<file path="src/rtl/bus_decoder_if.sv">
// Arbiter-facing request/response port and shared device-side request bus of the decoder.
interface bus_decoder_if #(
    parameter int unsigned XLEN     = 32,
    parameter int unsigned DEV_NUMS = 4
);
    localparam int unsigned BE_W = XLEN / 8;

    logic                S_strobe_i;
    logic [XLEN-1:0]     S_addr_i;
    logic                S_rw_i;
    logic [BE_W-1:0]     S_byte_enable_i;
    logic [XLEN-1:0]     S_data_i;
    logic                S_data_ready_o;
    logic [XLEN-1:0]     S_data_o;

    logic [DEV_NUMS-1:0] D_strobe_o;
    logic [XLEN-1:0]     D_addr_o;
    logic                D_rw_o;
    logic [BE_W-1:0]     D_byte_enable_o;
    logic [XLEN-1:0]     D_data_o;
    logic [DEV_NUMS-1:0] D_data_ready_i;
    logic [XLEN-1:0]     D_data_i [DEV_NUMS];

    logic                bus_err_o;
    logic [1:0]          err_code_o;
    logic [XLEN-1:0]     err_addr_o;

    modport slave (
        input  S_strobe_i, S_addr_i, S_rw_i, S_byte_enable_i, S_data_i,
        output S_data_ready_o, S_data_o,
        output D_strobe_o, D_addr_o, D_rw_o, D_byte_enable_o, D_data_o,
        input  D_data_ready_i, D_data_i,
        output bus_err_o, err_code_o, err_addr_o
    );

    modport master (
        output S_strobe_i, S_addr_i, S_rw_i, S_byte_enable_i, S_data_i,
        input  S_data_ready_o, S_data_o,
        input  D_strobe_o, D_addr_o, D_rw_o, D_byte_enable_o, D_data_o,
        output D_data_ready_i, D_data_i,
        input  bus_err_o, err_code_o, err_addr_o
    );
endinterface

</file>
<file path="src/rtl/bus_decoder.sv">
// Single-outstanding bus responder: decodes the address region, strobes one device,
// and returns its reply or an unmapped/timeout error as a registered one-cycle response.
module bus_decoder #(
    parameter int unsigned      XLEN           = 32,
    parameter int unsigned      DEV_NUMS       = 4,
    parameter logic [3:0]       REGION_BASE    = 4'hC,
    parameter int unsigned      TIMEOUT_CYCLES = 1024,
    parameter logic [XLEN-1:0]  ERR_DATA       = '1
) (
    input  logic         clk_i,
    input  logic         rst_ni,
    bus_decoder_if.slave bus
);
    localparam int unsigned BE_W  = XLEN / 8;
    localparam int unsigned SEL_W = 4;
    localparam int unsigned CNT_W = (TIMEOUT_CYCLES > 2) ? $clog2(TIMEOUT_CYCLES) : 1;

    localparam logic [1:0] ERR_UNMAPPED = 2'b01;
    localparam logic [1:0] ERR_TIMEOUT  = 2'b10;

    typedef enum logic [1:0] {
        IDLE  = 2'd0,
        ISSUE = 2'd1,
        WAIT  = 2'd2,
        RESP  = 2'd3
    } state_t;

    state_t              state_q, state_d;
    logic [SEL_W-1:0]    sel_q, sel_d;
    logic [CNT_W-1:0]    cnt_q, cnt_d;
    logic [XLEN-1:0]     addr_q, addr_d;
    logic                rw_q, rw_d;
    logic [BE_W-1:0]     be_q, be_d;
    logic [XLEN-1:0]     wdata_q, wdata_d;
    logic [DEV_NUMS-1:0] strobe_q, strobe_d;
    logic                rdy_q, rdy_d;
    logic [XLEN-1:0]     rdata_q, rdata_d;
    logic                berr_q, berr_d;
    logic [1:0]          ecode_q, ecode_d;
    logic [XLEN-1:0]     eaddr_q, eaddr_d;

    logic [SEL_W-1:0]    diff_c;
    logic                mapped_c;
    logic                dev_ready_c;
    logic [XLEN-1:0]     dev_data_c;

    // Region decode wraps modulo 16 so bases near the top of the map still work.
    assign diff_c   = SEL_W'(bus.S_addr_i[XLEN-1 -: SEL_W] - REGION_BASE);
    assign mapped_c = ({1'b0, diff_c} < (SEL_W+1)'(DEV_NUMS));

    always_comb begin
        dev_ready_c = 1'b0;
        dev_data_c  = '0;
        for (int i = 0; i < int'(DEV_NUMS); i++) begin
            if (sel_q == SEL_W'(i)) begin
                dev_ready_c = bus.D_data_ready_i[i];
                dev_data_c  = bus.D_data_i[i];
            end
        end
    end

    always_ff @(posedge clk_i or negedge rst_ni) begin
        if (!rst_ni) begin
            state_q  <= IDLE;
            sel_q    <= '0;
            cnt_q    <= '0;
            addr_q   <= '0;
            rw_q     <= 1'b0;
            be_q     <= '0;
            wdata_q  <= '0;
            strobe_q <= '0;
            rdy_q    <= 1'b0;
            rdata_q  <= '0;
            berr_q   <= 1'b0;
            ecode_q  <= '0;
            eaddr_q  <= '0;
        end else begin
            state_q  <= state_d;
            sel_q    <= sel_d;
            cnt_q    <= cnt_d;
            addr_q   <= addr_d;
            rw_q     <= rw_d;
            be_q     <= be_d;
            wdata_q  <= wdata_d;
            strobe_q <= strobe_d;
            rdy_q    <= rdy_d;
            rdata_q  <= rdata_d;
            berr_q   <= berr_d;
            ecode_q  <= ecode_d;
            eaddr_q  <= eaddr_d;
        end
    end

    always_comb begin
        state_d  = state_q;
        sel_d    = sel_q;
        cnt_d    = cnt_q;
        addr_d   = addr_q;
        rw_d     = rw_q;
        be_d     = be_q;
        wdata_d  = wdata_q;
        strobe_d = '0;
        rdy_d    = 1'b0;
        rdata_d  = rdata_q;
        berr_d   = 1'b0;
        ecode_d  = ecode_q;
        eaddr_d  = eaddr_q;

        unique case (state_q)
            IDLE: begin
                if (bus.S_strobe_i) begin
                    addr_d  = bus.S_addr_i;
                    rw_d    = bus.S_rw_i;
                    be_d    = bus.S_byte_enable_i;
                    wdata_d = bus.S_data_i;
                    sel_d   = diff_c;
                    if (mapped_c) begin
                        state_d = ISSUE;
                        for (int i = 0; i < int'(DEV_NUMS); i++) begin
                            strobe_d[i] = (diff_c == SEL_W'(i));
                        end
                    end else begin
                        state_d = RESP;
                        rdy_d   = 1'b1;
                        rdata_d = ERR_DATA;
                        berr_d  = 1'b1;
                        ecode_d = ERR_UNMAPPED;
                        eaddr_d = bus.S_addr_i;
                    end
                end
            end
            ISSUE: begin
                cnt_d = '0;
                if (dev_ready_c) begin
                    state_d = RESP;
                    rdy_d   = 1'b1;
                    rdata_d = dev_data_c;
                end else begin
                    state_d = WAIT;
                end
            end
            WAIT: begin
                cnt_d = cnt_q + CNT_W'(1);
                // Device ready takes priority over a timeout expiring in the same cycle.
                if (dev_ready_c) begin
                    state_d = RESP;
                    rdy_d   = 1'b1;
                    rdata_d = dev_data_c;
                end else if (cnt_q == CNT_W'(TIMEOUT_CYCLES - 2)) begin
                    state_d = RESP;
                    rdy_d   = 1'b1;
                    rdata_d = ERR_DATA;
                    berr_d  = 1'b1;
                    ecode_d = ERR_TIMEOUT;
                    eaddr_d = addr_q;
                end
            end
            RESP: begin
                state_d = IDLE;
            end
            default: begin
                state_d = IDLE;
            end
        endcase
    end

    assign bus.S_data_ready_o  = rdy_q;
    assign bus.S_data_o        = rdata_q;
    assign bus.D_strobe_o      = strobe_q;
    assign bus.D_addr_o        = addr_q;
    assign bus.D_rw_o          = rw_q;
    assign bus.D_byte_enable_o = be_q;
    assign bus.D_data_o        = wdata_q;
    assign bus.bus_err_o       = berr_q;
    assign bus.err_code_o      = ecode_q;
    assign bus.err_addr_o      = eaddr_q;

endmodule
</file>
<file path="src/flat_wrapper.sv">
// flat-port wrapper written by rule: the top's interface ports become plain ports
module bus_decoder_flat 
#(
    parameter int unsigned      XLEN           = 32,
    parameter int unsigned      DEV_NUMS       = 4,
    parameter logic [3:0]       REGION_BASE    = 4'hC,
    parameter int unsigned      TIMEOUT_CYCLES = 1024,
    parameter logic [XLEN-1:0]  ERR_DATA       = '1
)
  (clk_i, rst_ni, bus_S_strobe_i, bus_S_addr_i, bus_S_rw_i, bus_S_byte_enable_i, bus_S_data_i, bus_S_data_ready_o, bus_S_data_o, bus_D_strobe_o, bus_D_addr_o, bus_D_rw_o, bus_D_byte_enable_o, bus_D_data_o, bus_D_data_ready_i, bus_D_data_i, bus_bus_err_o, bus_err_code_o, bus_err_addr_o);
  bus_decoder_if #(.XLEN(XLEN), .DEV_NUMS(DEV_NUMS)) bus_i ();
  input  logic clk_i;
  input  logic rst_ni;
  input wire logic [$bits(bus_i.S_strobe_i)-1:0] bus_S_strobe_i;
  input wire logic [$bits(bus_i.S_addr_i)-1:0] bus_S_addr_i;
  input wire logic [$bits(bus_i.S_rw_i)-1:0] bus_S_rw_i;
  input wire logic [$bits(bus_i.S_byte_enable_i)-1:0] bus_S_byte_enable_i;
  input wire logic [$bits(bus_i.S_data_i)-1:0] bus_S_data_i;
  output wire logic [$bits(bus_i.S_data_ready_o)-1:0] bus_S_data_ready_o;
  output wire logic [$bits(bus_i.S_data_o)-1:0] bus_S_data_o;
  output wire logic [$bits(bus_i.D_strobe_o)-1:0] bus_D_strobe_o;
  output wire logic [$bits(bus_i.D_addr_o)-1:0] bus_D_addr_o;
  output wire logic [$bits(bus_i.D_rw_o)-1:0] bus_D_rw_o;
  output wire logic [$bits(bus_i.D_byte_enable_o)-1:0] bus_D_byte_enable_o;
  output wire logic [$bits(bus_i.D_data_o)-1:0] bus_D_data_o;
  input wire logic [$bits(bus_i.D_data_ready_i)-1:0] bus_D_data_ready_i;
  input wire logic [$bits(bus_i.D_data_i)-1:0] bus_D_data_i;
  output wire logic [$bits(bus_i.bus_err_o)-1:0] bus_bus_err_o;
  output wire logic [$bits(bus_i.err_code_o)-1:0] bus_err_code_o;
  output wire logic [$bits(bus_i.err_addr_o)-1:0] bus_err_addr_o;
  assign bus_i.S_strobe_i = bus_S_strobe_i;
  assign bus_i.S_addr_i = bus_S_addr_i;
  assign bus_i.S_rw_i = bus_S_rw_i;
  assign bus_i.S_byte_enable_i = bus_S_byte_enable_i;
  assign bus_i.S_data_i = bus_S_data_i;
  assign bus_S_data_ready_o = bus_i.S_data_ready_o;
  assign bus_S_data_o = bus_i.S_data_o;
  assign bus_D_strobe_o = bus_i.D_strobe_o;
  assign bus_D_addr_o = bus_i.D_addr_o;
  assign bus_D_rw_o = bus_i.D_rw_o;
  assign bus_D_byte_enable_o = bus_i.D_byte_enable_o;
  assign bus_D_data_o = bus_i.D_data_o;
  assign bus_i.D_data_ready_i = bus_D_data_ready_i;
  assign bus_i.D_data_i = {>>{bus_D_data_i}};
  assign bus_bus_err_o = bus_i.bus_err_o;
  assign bus_err_code_o = bus_i.err_code_o;
  assign bus_err_addr_o = bus_i.err_addr_o;
  bus_decoder #(.XLEN(XLEN), .DEV_NUMS(DEV_NUMS), .REGION_BASE(REGION_BASE), .TIMEOUT_CYCLES(TIMEOUT_CYCLES), .ERR_DATA(ERR_DATA)) u_core (.clk_i(clk_i), .rst_ni(rst_ni), .bus(bus_i));
endmodule
</file>
<file path="config.mk">
export PLATFORM = sky130hd
export DESIGN_NAME = bus_decoder_flat
export DESIGN_NICKNAME = d
export VERILOG_FILES = /design/src/rtl/bus_decoder_if.sv /design/src/rtl/bus_decoder.sv /design/src/flat_wrapper.sv
export SDC_FILE = /design/constraint.sdc
export NUM_CORES = 1
export LEC_CHECK = 0
export ABC_AREA = 1
export CELL_PAD_IN_SITES_DETAIL_PLACEMENT = 0
export CELL_PAD_IN_SITES_GLOBAL_PLACEMENT = 2
export CORE_MARGIN = 1.5
export CORE_UTILIZATION = 21
export CTS_CLUSTER_SIZE = 12
export DETAILED_ROUTE_END_ITERATION = 12
export PLACE_DENSITY_LB_ADDON = 0.25
export SLEW_MARGIN = 20
export SYNTH_ARGS = -nofsm -noshare
export SYNTH_HDL_FRONTEND = slang
export SYNTH_SLANG_ARGS = --single-unit
</file>
<file path="constraint.sdc">
create_clock -name clk_i -period 1.8 [get_ports clk_i]
set_clock_uncertainty 0.15 [all_clocks]
set_input_delay 0.18 -clock clk_i [delete_from_list [all_inputs] [get_ports clk_i]]
set_output_delay 0.18 -clock clk_i [all_outputs]
set_load 0.005 [all_outputs]
</file>
==> parameters.txt <==
Parameter                              Value

STA
  Slew at the pin with the worst max-slew slack    about 340 ps
  Post-route minimum period    just under 2000 ps
  Setup repair after global routing missed its margin    true
  Maximum clock frequency    503.0 MHz
  Crit path setup slack, layout    -187.9 ps
  Final setup fails    67
  Post-Route Hold Slack    between 70 and 80 ps
  Total count of hold-check failures in the final report    0
  Worst rel slew slack    0.7740
  Crit share post-route    1.104
  Slew Viols, Final    0

Yosys
  Largest area contributor in the netlist    sky130_fd_sc_hd__dfrtp_1
  Count of mapped cells out of synthesis    between 1000 and 1500
  Post-synthesis average cell area    about 7 µm²
  Syn nets    1437
  Top-area cell type share of the netlist area    0.4501
  #FFs+latches synth    ~160
  Biggest area contributors in the synthesized netlist    sky130_fd_sc_hd__dfrtp_1 45%, sky130_fd_sc_hd__nand2_1 21%, sky130_fd_sc_hd__nand3_1 10%
  Number of enable-type register cells in the synthesized netlist    0
  Area of the mapped netlist    roughly 8600 µm²
  Sequential-to-total area share from yosys stat    0.4501
  Flip-flop cell with the highest count after synthesis    sky130_fd_sc_hd__dfrtp_1
  Unique masters post-synth    27
  Yosys synthesis warning count    0
  Async set-reset flop share out of synthesis    1.000

Pwr
  Switching power total    between 10 and 15 mW
  Internal power    about 17 mW
  Switching Share    0.4256
  Total chip power    between 20 and 30 mW
  Static Leakage    ~7.2 nW
  Register share of total power    0.209
  Worst IR drop on VDD    a little over 0.8 mV
  Clock network fraction of total power    0.131
  Power density of the placed cells    1921 nW/µm²
  Combinational fraction of design power    0.660

Global route
  Overflow left after global routing    0
  Initial antenna violation count    4
  Via count of the first global-routing pass    around 9800
  Largest net degree at the start of global routing    53
  Global-route wire length before repair    about 59000 µm
  GRT Total Usage    0.1813

Routing
  Vias post-DR    9573
  Wire per inst    approximately 18 µm
  Pre-Repair DR Iteration Count    5
  Iteration-0 DRC count of the detailed router    between 600 and 700
  DR vias/cell    approximately 4.4
  Number of antenna-violating nets in the routed design    0
  Remaining routing DRC violations    0
  DRT Wirelength    about 38000 µm

Finish
  Post-route insts no fill    roughly 2200
  Final cell area excluding filler cells    between 15000 and 20000 µm²
  Fraction of layout instances using a drive strength above 1    0.1710
  Growth of design area from synthesis to finish    77.19%
  Net count reported at finish    1831
  Fillcell total    between 4000 and 5000

Clock network
  CTS sink count    between 150 and 200
  Clk pin slew, worst setup/hold paths    around 70 ps
  CTS tree    built
  Max clock buf depth    2
  Number of levels in the clock H-tree    4
  Latest clock arrival within the worst-skew pair    430 ps
  Total clock buffers created by CTS    17
  Root Buffer Master    sky130_fd_sc_hd__clkbuf_16

Setup path
  Startpoint kind of the worst setup timing path    flop
  Worst path required time    ~2000 ps
  Type of the worst setup path    reg -> reg
  Crit path capture type    flop
  Data arrival, critical path    ~2200 ps
  Top fanout value on the critical path    8

Floorplan
  Vert. Die Dim    between 200 and 250 µm
  Placeable core area    ~40000 µm²
  Initial Utilization    0.2120
  Overall die area    42260 µm²
  Horizontal die dimension    between 200 and 250 µm
  Top-level I/O count    ~350
  # rows    74

Outcome
  Result of the run    finished with violations
  Failing checks    negative setup slack

Run
  Max_cap viols    0

Place
  Setup WS pre-CTS    -209.4 ps
  Buffers on Ports    roughly 340
  Gpl congestion    about 0.8
  Count of placed standard cells including taps    roughly 2100
  Cell area after placement    approximately 13000 µm²
  DPL Wire Length    approximately 27000 µm

Min path
  Min-Delay Path Class    in -> async
## final cells by class
class                   instances  area [µm²]  share of cell area
well taps                     532       665.6             0.04360
inverters                      89       349.1             0.02286
clock inverters                12       160.2             0.01049
clock buffers                  20       456.7             0.02991
diodes                          2       5.005           0.0003278
multi-input cells             896        4666              0.3056
flip-flops and latches        155        3881              0.2542
repair buffers                460        5085              0.3330
## logic make-up after synthesis
kind of cell,share of synthesized area
adder cells (fa/ha/maj),0.01162
AND/OR/NAND/NOR,0.3902
buffers and inverters,0.08146
AO/OA/AOI/OAI,0.06563
flip-flops,0.4501
XOR/XNOR,0.001017
## sequential cells by signal (all words and copies together) (netlist names)
name / flops
u_core.bus.D_data_o: 32
u_core.bus.S_data_o: 32
u_core.bus.err_addr_o: 32
u_core.bus.D_addr_o: 30
u_core.cnt_q: 10
u_core.bus.D_byte_enable_o: 4
u_core.bus.D_strobe_o: 4
u_core.sel_q: 4
u_core.bus.err_code_o: 2
u_core.state_q: 2
u_core.bus.D_rw_o: 1
u_core.bus.S_data_ready_o: 1
u_core.bus.bus_err_o: 1
## synthesized netlist by cell type, types with 7 or more instances
cell,n
sky130_fd_sc_hd__nor3_1,9
sky130_fd_sc_hd__clkbuf_1,49
sky130_fd_sc_hd__inv_2,10
sky130_fd_sc_hd__nand3_1,172
sky130_fd_sc_hd__dfrtp_1,155
sky130_fd_sc_hd__nand2_1,473
sky130_fd_sc_hd__buf_2,24
sky130_fd_sc_hd__nor2_1,44
sky130_fd_sc_hd__nand4_1,66
sky130_fd_sc_hd__ha_1,8
sky130_fd_sc_hd__buf_1,7
sky130_fd_sc_hd__a21oi_1,35
sky130_fd_sc_hd__inv_1,79
sky130_fd_sc_hd__o21ai_0,67
## final timing paths
path / to / slack, ps / depth (start not counted) / from
max reg2reg: u_core.bus.S_data_o[25] / -190 / 11 / u_core.sel_q[3]
min: u_core.bus.S_data_o[17] / 70 / 2 / rst_ni
min in group clk_i: u_core.bus.D_data_o[6] / 130 / 3 / bus_S_data_i[6]
max: u_core.bus.S_data_o[25] / -190 / 11 / u_core.sel_q[3]
max in group asynchronous: u_core.bus.D_addr_o[9] / 810 / 3 / rst_ni
min reg2reg: u_core.bus.err_addr_o[20] / 320 / 2 / u_core.bus.err_addr_o[20]
## placed cells by master (no fill, tap or decap), types with 2 or more instances in the layout
cell type	count
sky130_fd_sc_hd__clkinv_2	2
sky130_fd_sc_hd__nand4_1	66
sky130_fd_sc_hd__buf_16	9
sky130_fd_sc_hd__a21oi_4	3
sky130_fd_sc_hd__nand3_2	60
sky130_fd_sc_hd__diode_2	2
sky130_fd_sc_hd__inv_1	75
sky130_fd_sc_hd__dfrtp_1	153
sky130_fd_sc_hd__buf_12	39
sky130_fd_sc_hd__bufinv_16	3
sky130_fd_sc_hd__clkinv_4	3
sky130_fd_sc_hd__nand2_2	11
sky130_fd_sc_hd__a21oi_1	32
sky130_fd_sc_hd__o21ai_1	3
sky130_fd_sc_hd__clkbuf_8	2
sky130_fd_sc_hd__inv_6	3
sky130_fd_sc_hd__dlygate4sd2_1	2
sky130_fd_sc_hd__nor2_1	31
sky130_fd_sc_hd__nand2_4	3
sky130_fd_sc_hd__o22ai_1	3
sky130_fd_sc_hd__nand2_1	460
sky130_fd_sc_hd__dfrtp_2	2
sky130_fd_sc_hd__nor2_2	12
sky130_fd_sc_hd__buf_8	3
sky130_fd_sc_hd__clkbuf_16	18
sky130_fd_sc_hd__inv_2	12
sky130_fd_sc_hd__nor2_4	4
sky130_fd_sc_hd__clkdlybuf4s50_1	340
sky130_fd_sc_hd__a21oi_2	3
sky130_fd_sc_hd__nand3_1	103
sky130_fd_sc_hd__buf_4	53
sky130_fd_sc_hd__o21ai_0	65
sky130_fd_sc_hd__ha_1	5
sky130_fd_sc_hd__nand3_4	10
sky130_fd_sc_hd__nor3_2	2
sky130_fd_sc_hd__nor4_1	3
sky130_fd_sc_hd__buf_6	10
sky130_fd_sc_hd__nor3_1	8
sky130_fd_sc_hd__ha_4	3
## worst max-delay path, stage by stage (launching register included)
cell and delay [ps]:
sky130_fd_sc_hd__dfrtp_1 410, sky130_fd_sc_hd__nor2_4 190, sky130_fd_sc_hd__buf_4 140, sky130_fd_sc_hd__nand2_1 60, sky130_fd_sc_hd__nand3_2 100, sky130_fd_sc_hd__nand2_4 90
sky130_fd_sc_hd__buf_12 140, sky130_fd_sc_hd__a21oi_4 180, sky130_fd_sc_hd__inv_4 100, sky130_fd_sc_hd__clkbuf_16 190, sky130_fd_sc_hd__nand2_1 60, sky130_fd_sc_hd__nand2_1 50
## per-stage QoR
step	TNS, ps	util
6_report	-8755	0.3756
5_1_grt	-15620	0.3756
4_1_cts	-7412	0.3725
3_5_place_dp	-11360	0.3261
3_3_place_gp	-9250	0.3261
2_1_floorplan	-249.5	-
## routing by layer
layer,wire (µm),vias to the layer above,global-route usage
li1,-,4788,-
met1,17490,4472,0.2430
met2,17110,285,0.2874
met3,3107,24,0.05369
met4,489,4,0.03754
met5,24,-,0
## power by group through the flow
| stage | registers [mW] | clock network [mW] | logic [mW] |
|---|---|---|---|
| after floorplan | 6.12 | 0 | 7.78 |
| after global placement | 6.15 | 0 | 15.7 |
| after detailed placement | 6.15 | 0 | 15.7 |
| after CTS | 6.16 | 3.97 | 19.6 |
| after global routing | 6.35 | 4.13 | 21.4 |
| final | 6.14 | 3.85 | 19.3 |
## what timing repair did
action	in CTS	in global routing
setup endpoints to repair	72	81
hold buffers	1	0
gates resized for setup	135	45
pin swaps	52	19
buffers inserted	33	5
gates cloned	15	1
hold endpoints to repair	155	0
Note: power is estimated with default switching activity, not from simulation.
